`config.mk`:
```
export PLATFORM = sky130hd
export DESIGN_NAME = rtype_issue_fifo
export DESIGN_NICKNAME = d
export VERILOG_FILES = /design/src/rtl/rtype_issue_fifo.sv
export SDC_FILE = /design/constraint.sdc
export NUM_CORES = 1
export LEC_CHECK = 0
export ABC_AREA = 1
export ABC_CLOCK_PERIOD_IN_PS = 5200
export BUFFER_PORTS_ARGS = -buffer_cell sky130_fd_sc_hd__buf_2
export CAP_MARGIN = 20
export CORE_UTILIZATION = 30
export DETAILED_ROUTE_END_ITERATION = 8
export PLACE_DENSITY = 0.46
export SLEW_MARGIN = 0
export SYNTH_ARGS = -nofsm -noshare
export SYNTH_HDL_FRONTEND = slang
export SYNTH_SLANG_ARGS = --single-unit
```
`constraint.sdc`:
```
create_clock -name clk -period 5.2 [get_ports clk]
set_input_delay 1.04 -clock clk [delete_from_list [all_inputs] [get_ports clk]]
set_output_delay 1.04 -clock clk [all_outputs]
set_load 0.02 [all_outputs]
```
`src/rtl/rtype_issue_fifo.sv`:
```
// In-flight instruction queue with a combinational head; the owner guarantees
// no push when full (unless popping) and no pop when empty.
module rtype_issue_fifo #(
   parameter int DEPTH = 8,
   parameter int WIDTH = 32
) (
   input  logic                     clk,
   input  logic                     rst_ni,
   input  logic                     push_i,
   input  logic [WIDTH-1:0]         wdata_i,
   input  logic                     pop_i,
   output logic [WIDTH-1:0]         rdata_o,
   output logic [$clog2(DEPTH):0]   count_o,
   output logic                     full_o,
   output logic                     empty_o
);
   localparam int AW = $clog2(DEPTH);

   logic [WIDTH-1:0] mem_q [DEPTH];
   logic [AW-1:0]    wr_ptr_q, rd_ptr_q;
   logic [AW:0]      count_q;

   always_ff @(posedge clk) begin
      if (push_i) mem_q[wr_ptr_q] <= wdata_i;
   end

   // Pointers wrap naturally because DEPTH is a power of two.
   always_ff @(posedge clk or negedge rst_ni) begin
      if (!rst_ni) begin
         wr_ptr_q <= '0;
         rd_ptr_q <= '0;
         count_q  <= '0;
      end else begin
         if (push_i) wr_ptr_q <= wr_ptr_q + AW'(1);
         if (pop_i)  rd_ptr_q <= rd_ptr_q + AW'(1);
         if (push_i && !pop_i)      count_q <= count_q + (AW+1)'(1);
         else if (pop_i && !push_i) count_q <= count_q - (AW+1)'(1);
      end
   end

   assign rdata_o = mem_q[rd_ptr_q];
   assign count_o = count_q;
   assign full_o  = (count_q == (AW+1)'(DEPTH));
   assign empty_o = (count_q == '0);

endmodule

```
### After elaboration in Yosys (flattened, before gate mapping)

Memories as Yosys holds them, arrays and structs flattened.
Cells that the tools add are included.
W data, S select, Z words.

* eq/ne operators: 1
* multiplexer cells: 4
* reductions and logical operators: 6
* add/subtract/negate cells: 4

Operators with widths (number)
* $mux W4: 2
* $add A3 B1 Y3 const B: 2
* $add A4 B1 Y4 const B: 1
* $eq A4 B4 Y1 const B: 1
* $logic_not A4 Y1: 1
* $sub A4 B1 Y4 const B: 1
* $logic_and A1 B1 Y1: 2
* $logic_not A1 Y1: 2
* $mux W1: 2
* $reduce_bool A2 Y1: 1

* memory bits (writable): 256
* memories: 1
* input bits: 36
* output and inout bits: 38
* register bits after elaboration: 10

Memory list
* mem_q: depth 8, width 32, read ports 1, clocked after memory_dff 0, write ports 1, line 19 `logic [WIDTH-1:0] mem_q [DEPTH];`

### Longest topological paths before layout

* depth after elaboration: 4
* gate-level depth with buffers: 10
* depth with buffers taken out: 10

### Least setup slack after synthesis

OpenSTA, ideal clock, no wires.

* path kind: in2reg
* start: input port push_i
* end: memory mem_q[0][0], enable pin
* arrival time: 2.745 ns
* required time: 4.779 ns
* stages: 3
* setup time: 0.421 ns
* slack: 2.034 ns
* path buffers: 0
* cell sequence: inv_1 or2_2 nor2_1

* longest elaborated chain between the ends: 2

Ends and longest elaborated chain
* start: declaration: line 9 `input logic push_i,`
* $mux W1: line 24 `if (push_i) mem_q[wr_ptr_q] <= wdata_i;`
* $mux W1 (implied by the code): line 24
* end: declaration: line 19

No other way between the ends.

### Final worst setup path

* start: register rd_ptr_q[0]
* end: output port rdata_o[0]

* longest elaborated chain between the ends: 1

Ends and longest elaborated chain
* start: declaration: line 20 `logic [AW-1:0] wr_ptr_q, rd_ptr_q;`
* start signal: assignment: line 35 `if (pop_i) rd_ptr_q <= rd_ptr_q + AW'(1);`
* $mem_v2 Z8 W32
* end: declaration: line 12 `output logic [WIDTH-1:0] rdata_o,`

No other way between the ends.

==> impl_metrics.env <==
export IMPL_tightest_slew_ns=0.973
export IMPL_first_pass_iters=4
export IMPL_finalHoldViolCount=0
export IMPL_nets=1293
export IMPL_synth_edf_count=256
export IMPL_antenna_found_initial=1
export IMPL_postSynthCellCount=1180
export IMPL_cp_required_ns=4.16
export IMPL_finalSetupTns_ns=0
export IMPL_ys_seq_elements=266
export IMPL_synthTopCellsByCount="nand2_1 (440), nor2_1 (263), edfxtp_1 (256), inv_1 (139), buf_2 (22)"
export IMPL_gp_congestion=0.692
export IMPL_skew_ns=0.0100
export IMPL_cts_buffer_depth=3
export IMPL_fp_dieW_um=199
export IMPL_postRouteWirelength_um=25900
export IMPL_min_path_type="in -> async"
export IMPL_synth_warning_count=0
export IMPL_yosysTopAreaCellShare=0.662
export IMPL_grt_pass1_vias=7074
export IMPL_drc=0
export IMPL_cts_sinks=266
export IMPL_p_seq_frac=0.360
export IMPL_crit_slowest_cell="dfrtp_4"
export IMPL_syn_area_sq_mm=0.0116
export IMPL_endpoint_kind="output pin"
export IMPL_crit_top_cell="nand2_1"
export IMPL_cp_max_fo=83
export IMPL_setup_viol=0
export IMPL_design_core_area_sq_mm=0.0378
export IMPL_clock_fmax_mhz=269
export IMPL_pwr_share_clk=0.287
export IMPL_critPathArrivalTime_ns=2.68
export IMPL_dp_cells=1730
export IMPL_die_h_um=199
export IMPL_rsz0062_at_grt="false"
export IMPL_synth_distinct_cells=20
export IMPL_worstSetupStartpointType="flip-flop"
export IMPL_cts_resized=0
export IMPL_dp_hpwl_um=14100
export IMPL_clkTransAtPathRegs_ns=0.06
export IMPL_cts_tree="built"
export IMPL_critical_path_cell_chain="buf_12 > nor2_1 > nor2_1 > nand2_1 > nand2_1 > nand2_1 > nand2_1 > buf_2"
export IMPL_max_stage_delay_ns=0.94
export IMPL_area_growth_pct=16.5
export IMPL_num_rows=71
export IMPL_routed_via_count=7284
export IMPL_yosys_most_used_dff="edfxtp_1"
export IMPL_period_share=0.715
export IMPL_synth_nets=1222
export IMPL_comb_power_share=0.353
export IMPL_outcome="completed"
export IMPL_yosys_area_top_type="edfxtp_1"
export IMPL_slew_violations=0
export IMPL_postRouteAntennaNets=0
export IMPL_syn_avg_cell_area_sq_um=9.84
export IMPL_cts_buffers=30
export IMPL_ys_seq_area_frac=0.684
export IMPL_n_fill_cell=3835
export IMPL_ios=74
export IMPL_layout_drive_gt1_share=0.114
export IMPL_vias_per_cell=4.09
export IMPL_cap_violations=0
export IMPL_port_buffer_count=73
export IMPL_initial_core_util=0.307
export IMPL_crit_type="reg -> out"
export IMPL_synth_area_leaders="edfxtp_1 (66%), nand2_1 (14%), nor2_1 (8.5%)"
export IMPL_slew_headroom=0.351
export IMPL_final_min_clock_period_ns=3.72
export IMPL_track_usage=0.135
export IMPL_finalNonFillerCells=1783
export IMPL_yosysMostFrequentCell="nand2_1"
export IMPL_swShare=0.374
export IMPL_vdd_drop_max_v=0.000274
export IMPL_leakagePower_nw=5.83
export IMPL_drt_iter0_markers=365
export IMPL_root_buffer="clkbuf_16"
export IMPL_clk_latency_ns=0.54
export IMPL_p_per_area_mw_per_mm2=569
export IMPL_grt_pass1_wl_um=40600
export IMPL_wire_per_inst_um=14.5
export IMPL_grt_overflow_total=0
export IMPL_die_area_sq_mm=0.0395
export IMPL_intPower_mw=4.81
export IMPL_switchingPower_mw=2.88
export IMPL_async_flop_share=0.0376
export IMPL_cts_hold_buffers=0
export IMPL_htree_num_levels=1
export IMPL_grt_max_degree=84
export IMPL_cts_setup_buffers=0
-- cell families (layout without fill, tap and decap cells) --
logic type	Yosys count	in the layout	share of synthesized area
XOR/XNOR	5	5	0.00377
other	0	1	0
AO/OA/AOI/OAI	4	4	0.00172
AND/OR/NAND/NOR	710	710	0.231
adder cells (fa/ha/maj)	6	6	0.00711
flip-flops	266	266	0.684
buffers and inverters	189	280	0.0729
-- cells in the final DEF, fill, tap and decap left out, drive strengths merged --
cell type | synthesis | final
diode | 0 | 1
nor2 | 263 | 263
o21ai | 4 | 4
clkbuf | 4 | 38
inv | 140 | 140
ha | 5 | 5
xnor2 | 2 | 2
or2 | 3 | 3
fa | 1 | 1
clkinv | 0 | 8
bufinv | 0 | 6
nand2 | 440 | 440
nand3 | 2 | 2
dfrtp | 10 | 10
edfxtp | 256 | 256
xor2 | 3 | 3
nor3 | 2 | 2
buf | 45 | 88
-- sequential cells by signal (all words and copies together) (netlist names) --
signal	count
wr_ptr_q	3
rd_ptr_q	3
count_o	4
mem_q	256
-- power groups by stage --
stage	Combinational (mW)	Clock (mW)	Sequential [mW]
3_3_place_gp	2.79	0	2.82
3_5_place_dp	2.79	0	2.82
2_1_floorplan	2.07	0	2.74
5_1_grt	3.12	2.34	2.80
4_1_cts	2.80	2.26	2.78
6_report	2.72	2.20	2.77
-- critical path, delay by kind of cell, from the launching register on --
| family | cells | cell delay [ns] |
|---|---|---|
| AND/OR/NAND/NOR | 6 | 0.53 |
| flip-flops | 1 | 0.94 |
| buffers and inverters | 2 | 0.58 |
-- per-layer routing --
metal	wire length (um)	global-route usage
met2	12300	0.233
met3	786	0.0226
met1	12400	0.179
met4	411	0.0265
met5	12	0
-- metrics by stage --
stage	cell area [sq um]	setup WS [ns]	utilization	total power [mW]	hold WS, ns
2_1_floorplan	11600	2.03	-	4.81	0.490
3_3_place_gp	12500	2.06	0.330	5.61	0.525
3_5_place_dp	12500	2.05	0.330	5.62	0.522
4_1_cts	13500	1.45	0.357	7.84	0.341
5_1_grt	13500	1.26	0.357	8.26	0.342
6_report	13500	1.48	0.357	7.69	0.355
-- final timing paths --
| check | startpoint | end | slack, ns | cells after the start |
|---|---|---|---|---|
| setup / recovery | rd_ptr_q[0] | rdata_o[0] | 1.48 | 8 |
| hold / removal | rst_ni | count_o[3] | 0.35 | 1 |
| setup reg to reg | wr_ptr_q[0] | mem_q[2][14] | 2.98 | 3 |
| hold reg to reg | wr_ptr_q[0] | wr_ptr_q[0] | 0.53 | 2 |
| max in group asynchronous | rst_ni | rd_ptr_q[0] | 4.62 | 1 |
| min in group clk | wr_ptr_q[0] | wr_ptr_q[0] | 0.53 | 2 |
-- cell type report --
cell class | count | area (sq um) | area share
diodes | 1 | 2.50 | 0.000185
multi-input cells | 725 | 2880 | 0.213
clock buffers | 38 | 802 | 0.0593
inverters | 140 | 527 | 0.0389
flip-flops and latches | 266 | 7940 | 0.587
clock inverters | 14 | 223 | 0.0165
well taps | 511 | 639 | 0.0473
repair buffers | 88 | 503 | 0.0372
(Power assumes the default switching activity.)
